## src/rtl/round_sequencer.sv

```systemverilog
// round_sequencer: game-round controller that requests targets, times guess windows and scores hits
module round_sequencer #(
   parameter int COORD_W = 5,
   parameter int ROUNDS  = 8,
   parameter int TIMEOUT = 1000,
   parameter int SCORE_W = 4,
   localparam int RW = (ROUNDS > 1) ? $clog2(ROUNDS) : 1,
   localparam int TW = (TIMEOUT > 1) ? $clog2(TIMEOUT) : 1
) (
   input  logic               clk,
   input  logic               reset_n,
   input  logic               start,
   input  logic               guess_valid,
   input  logic [COORD_W-1:0] guess_x,
   input  logic [COORD_W-1:0] guess_y,
   input  logic [COORD_W-1:0] target_x,
   input  logic [COORD_W-1:0] target_y,
   output logic               new_target,
   output logic               busy,
   output logic               hit,
   output logic               miss,
   output logic [SCORE_W-1:0] score,
   output logic [RW-1:0]      round_idx,
   output logic               game_over
);
   typedef enum logic [2:0] {S_IDLE, S_REQ, S_WAIT, S_EVAL, S_DONE} state_t;
   state_t state, next;
   logic [TW-1:0] timer;
   logic [COORD_W-1:0] gx, gy;
   logic timed_out, match, last_round, idle;
   assign idle = state == S_IDLE || state == S_DONE;
   assign last_round = round_idx == RW'(ROUNDS - 1);
   assign match = !timed_out && gx == target_x && gy == target_y;
   always_ff @(posedge clk)
      state <= !reset_n ? S_IDLE : next;
   always_comb begin
      next = idle ? (start ? S_REQ : state) :
             state == S_REQ  ? S_WAIT :
             state == S_WAIT ? ((guess_valid || timer == TW'(TIMEOUT - 1)) ? S_EVAL : S_WAIT) :
             state == S_EVAL ? (last_round ? S_DONE : S_REQ) :
             S_IDLE;
   end
   always_comb begin
      new_target = state == S_REQ;
      busy       = state == S_REQ || state == S_WAIT || state == S_EVAL;
      hit        = state == S_EVAL && match;
      miss       = state == S_EVAL && !match;
      game_over  = state == S_DONE;
   end
   always_ff @(posedge clk) begin
      if (!reset_n) begin
         timer     <= '0;
         gx        <= '0;
         gy        <= '0;
         timed_out <= 1'b0;
         score     <= '0;
         round_idx <= '0;
      end else begin
         timer <= (state == S_WAIT) ? timer + 1'b1 : '0;
         // the final WAIT cycle's capture is what EVAL sees: a guess there beats the timeout
         if (state == S_WAIT) begin
            gx        <= guess_x;
            gy        <= guess_y;
            timed_out <= !guess_valid;
         end
         if (idle && start) begin
            score     <= '0;
            round_idx <= '0;
         end else if (state == S_EVAL) begin
            score     <= (match && score != '1) ? score + 1'b1 : score;
            round_idx <= last_round ? round_idx : round_idx + 1'b1;
         end
      end
   end
endmodule
```

## config.mk

```make
export PLATFORM = sky130hd
export DESIGN_NAME = round_sequencer
export DESIGN_NICKNAME = d
export VERILOG_FILES = /design/src/rtl/round_sequencer.sv
export SDC_FILE = /design/constraint.sdc
export NUM_CORES = 1
export LEC_CHECK = 0
export CAP_MARGIN = 20
export CORE_ASPECT_RATIO = 1.2
export CORE_UTILIZATION = 48
export DETAILED_ROUTE_END_ITERATION = 10
export PLACE_DENSITY_LB_ADDON = 0.12
export SKIP_LAST_GASP = 1
export SYNTH_ARGS = -nofsm -noshare
export SYNTH_HDL_FRONTEND = slang
export SYNTH_SLANG_ARGS = --single-unit
```

## constraint.sdc

```tcl
create_clock -name clk -period 2.25 [get_ports clk]
set_input_delay 0.3375 -clock clk [delete_from_list [all_inputs] [get_ports clk]]
set_output_delay 0.3375 -clock clk [all_outputs]
set_load 0.05 [all_outputs]
```

# Word level (Yosys, flattened, before mapping)
# Index checks and enable logic that the tools add are counted.
[op_classes] addsub=3 multipliers=0 div=0 n_lt_le_gt_ge=0 eq_ne=10 n_shift=0 n_mux=7 n_bitwise=2 reduce_logical=18
[op_table] cell="$mux 3" count=6
[op_table] cell="$add 10x1->10 const B" count=1
[op_table] cell="$eq 10x10->1 const B" count=1
[op_table] cell="$eq 5x5->1" count=2
[op_table] cell="$eq 3x2->1 const B" count=2
[op_table] cell="$eq 3x3->1 const B" count=2
[op_table] cell="$logic_and 1x1->1" count=6
[op_table] cell="$reduce_and 2->1" count=3
[op_table] cell="$add 4x1->4 const B" count=1
[op_table] cell="$logic_or 1x1->1" count=4
[op_table] cell="$ne 4x4->1 const B" count=1
[op_table] cell="$add 3x1->3 const B" count=1
[op_table] cell="$eq 3x1->1 const B" count=1
[op_table] cell="$logic_not 1->1" count=3
[op_table] cell="$logic_not 3->1" count=1
[op_table] cell="$ne 2x2->1 const B" count=1
[op_table] cell="$not 1->1" count=2
[op_table] cell="$reduce_or 2->1" count=1
[op_table] cell="$mux 1" count=1
[word_totals] ff_bits=31 latch_bits=0 ram_bits=0 mem_bits_ro=0 in_bits=24 output_inout_bits=12 elab_cells=47 memories=0

# Logic depth before layout (Yosys ltp)
[logic_depth] ltp_word=6 ltp_mapped=5 ltp_nobuf=5

# Worst setup path before layout
# No wires, ideal clock.
[synth_path] kind="input port to output port" start="input port target_x[0]" end="output port hit" t_arrival_ps=2551 t_required_ps=1913 slack_ps=-639 cell_stages=4 n_path_buf=1 path_cell_list="xor2_1 -> or4_1 -> clkbuf_2 -> nor4_1"
[synth_between] elab_chain_len=4
[synth_lines] item="start: declaration" line_no="16" text="input logic [COORD_W-1:0] target_x,"
[synth_lines] item="$eq 5x5->1" line_no="33" text="assign match = !timed_out && gx == target_x && gy == target_y;"
[synth_lines] item="$logic_and 1x1->1 (2 in series)" line_no="33"
[synth_lines] item="$logic_and 1x1->1" line_no="46" text="hit = state == S_EVAL && match;"
[synth_lines] item="end: declaration" line_no="20" text="output logic hit,"
# No other way between the ends.

# Worst setup path in the final report
[layout_path] start="input port target_y[2]" end="output port miss"
[layout_between] elab_chain_len=4
[layout_lines] item="start: declaration" line_no="17" text="input logic [COORD_W-1:0] target_y,"
[layout_lines] item="$eq 5x5->1" line_no="33"
[layout_lines] item="$logic_and 1x1->1" line_no="33"
[layout_lines] item="$logic_not 1->1" line_no="47" text="miss = state == S_EVAL && !match;"
[layout_lines] item="$logic_and 1x1->1" line_no="47"
[layout_lines] item="end: declaration" line_no="21" text="output logic miss,"
# No other way between the ends.

==> qor.txt <==
share of post-route cells with drive strength above 1: 0.1009
fin crit period: 2.167 ns
Hold Path Depth: 1
fin nets: 245
CP arrival: 1.83 ns
sequential power share: 0.472
sequential fraction of the synthesis area: 0.4214
largest net degree at the start of global routing: 13
HPWL after DPL: 2332 um
gpl congestion: 0.7665
DIE WIDTH: 52.57 um
switching part of the total: 0.2556
Tcrit/Tclk final: 0.9631
Clk pin slew, worst setup/hold paths: 0.09 ns
CTS Root Cell: clkbuf_4
# diodes: 0
Max Fclk: 461.5 MHz
synthesized instance count: 174
Max Cap Viol: 0
area grow syn2layout: 37.04%
Setup Viol. Count Final: 0
Post-Route WL: 3106 um
core area: 2864 um2
power density cells: 623.8 nW/um2
Worst slew margin: 0.6509
Setup CP Type: input pin to output pin
Clk Latency, worst-skew pair: 0.32 ns
area leader, netlist: dfxtp_1
Post-Layout Cell Count: 252
die height: 62.68 um
Iteration-0 DRC Markers: 34
starting density of the core: 0.5142
top cells by area, synth: dfxtp_1, nand2_1, xnor2_1
total gr overflow: 0
Synth top cells by count: nand2_1, dfxtp_1, nor2_1
vias in the first global route: 1,328
maximum VDD drop: 0.5692 mV
Internal Power: 0.9372 mW
Worst Hold Class: flip-flop to flip-flop
final core utilization: 0.7047
fillers: 242
cell with the most instances after synthesis: nand2_1
Clock Sinks: 31
htree depth: 2
count of final hold-check violations: 0
vias: 1,341
CP peak stage delay: 0.54 ns
CP max-delay cell: or4_4
Max clock buf depth: 2
worst-case reg-to-reg path depth: 5
Cells after DPL: 243
Req. time, crit path: 1.91 ns
Rows: 21
synth unique cells: 32
crit-path cells: clkdlybuf4s50_1 -> xor2_1 -> or4_4 -> nor3_2 -> nor2_1 -> buf_4
share of the synthesized area in the top cell type: 0.4214
DRC Markers: 0
#FFs+latches synth: 31
Setup Skew: 0.009163 ns
drt pass-1 iters: 4
CP Launch Type: input pin
Ys Warns: 0
CTS tree: done
status: complete, no violations
Slew Limit Fails: 0
Mean Syn Cell Area: 8.464 um2
Post-synth EDFFs: 0
prevailing post-synth register cell: dfxtp_1
global-route wire length before repair: 5520 um
Final ANT Viol Nets: 0
Total GRT Usage: 0.2212
RSZ-0062 raised after global routing: no
Die Area: 3295 um2
total power: 1.259 mW
PortBufs: 35
async set-or-reset flop fraction in the synthesized netlist: 0
CP max FO: 4
Logic pwr share: 0.171
num ports: 36
Sw Pwr: 0.3218 mW
Crit. End Element: output pin
worst-margin pin slew: 0.5217 ns
Leak: 0.8091 nW
total CTS buffers: 5
Post-Syn Area: 1473 um2
clock share of power: 0.357
Net Count, Synth: 202
drt wl/cell: 12.33 um
initial antenna violation count: 0
vias per inst: 5.321
==> state kept, by name, indices dropped and copies added, names as in the netlist <==
register and cells:
state 3, gx 5, timed_out 1, score 4, gy 5, timer 10, round_idx 3
==> metrics by stage <==
step | cell area, um2 | setup TNS, ns | worst slack [ns] | hold slack [ns]
finish | 2018 | 0 | 0.08313 | 0.4723
global placement | 1909 | -0.3175 | -0.07924 | 0.4411
global route | 2018 | 0 | 0.01061 | 0.5140
CTS | 2006 | 0 | 0.01094 | 0.4787
detailed placement | 1909 | -0.4946 | -0.1320 | 0.4545
floorplan | 1488 | 0 | 0.1818 | 0.4302
==> final cells by class <==
| type | count | area [um2] | area share |
|---|---|---|---|
| sequential | 31 | 620.6 | 0.3075 |
| tap | 34 | 42.54 | 0.02108 |
| clock buffer | 6 | 51.30 | 0.02542 |
| clock inverter | 2 | 35.03 | 0.01736 |
| multi-input combinational | 135 | 844.6 | 0.4185 |
| inverter | 2 | 7.507 | 0.003720 |
| timing repair buffer | 42 | 416.7 | 0.2064 |
==> critical path: cells and delay by family <==
family        cells  cell delay [ns]
simple gates      3             0.72
xor+xnor          1             0.15
buf+inv           2             0.62
==> worst paths after layout <==
path	slack [ns]	endpoint	startpoint
worst max register to register	0.13	score[2]	gx[0]
worst min register to register	0.47	timer[0]	timer[0]
worst min-delay path	0.47	timer[0]	timer[0]
worst max-delay path	0.08	miss	target_y[2]
==> power by group through the flow <==
stage	combinational (mW)	sequential, mW	clock (mW)
finish	0.215	0.594	0.450
global route	0.238	0.598	0.487
CTS	0.214	0.593	0.464
detailed placement	0.210	0.606	0
global placement	0.203	0.604	0
floorplan	0.128	0.600	0
==> layout by cell type, fill, tap and decap left out, types with 3 or more instances in the layout <==
cell / instances
ha_1: 4
nor2_1: 16
nand3_1: 6
o21ai_0: 3
buf_4: 8
dfxtp_1: 31
nor3_1: 3
xnor2_1: 14
dlymetal6s2s_1: 3
nand2_1: 36
clkdlybuf4s50_1: 29
and3_1: 5
a21oi_1: 3
nand4_1: 3
xor2_1: 6
a21boi_0: 11
clkbuf_4: 5
==> layer usage <==
metal / up-vias / wire length [um] / GRT usage
met5: - / 0 / 0
met4: 0 / 21 / 0.07895
met3: 4 / 117 / 0.05109
met2: 28 / 1659 / 0.3861
met1: 631 / 1307 / 0.2530
li1: 678 / - / -
==> logic make-up after synthesis <==
group / Yosys count / share of synthesized area
xor+xnor: 20 / 0.1189
mux: 2 / 0.01359
compound gates: 22 / 0.1079
buf+inv: 8 / 0.02124
flops: 31 / 0.4214
simple gates: 87 / 0.2829
fa+ha+maj: 4 / 0.03399
==> timing repair <==
item	4_1_cts	5_1_grt
pin swaps	2	1
hold buffers	0	0
buffers inserted	2	0
endpoints found under the setup margin	1	5
resized for setup	2	4
Power figures use the tool's default switching activity.
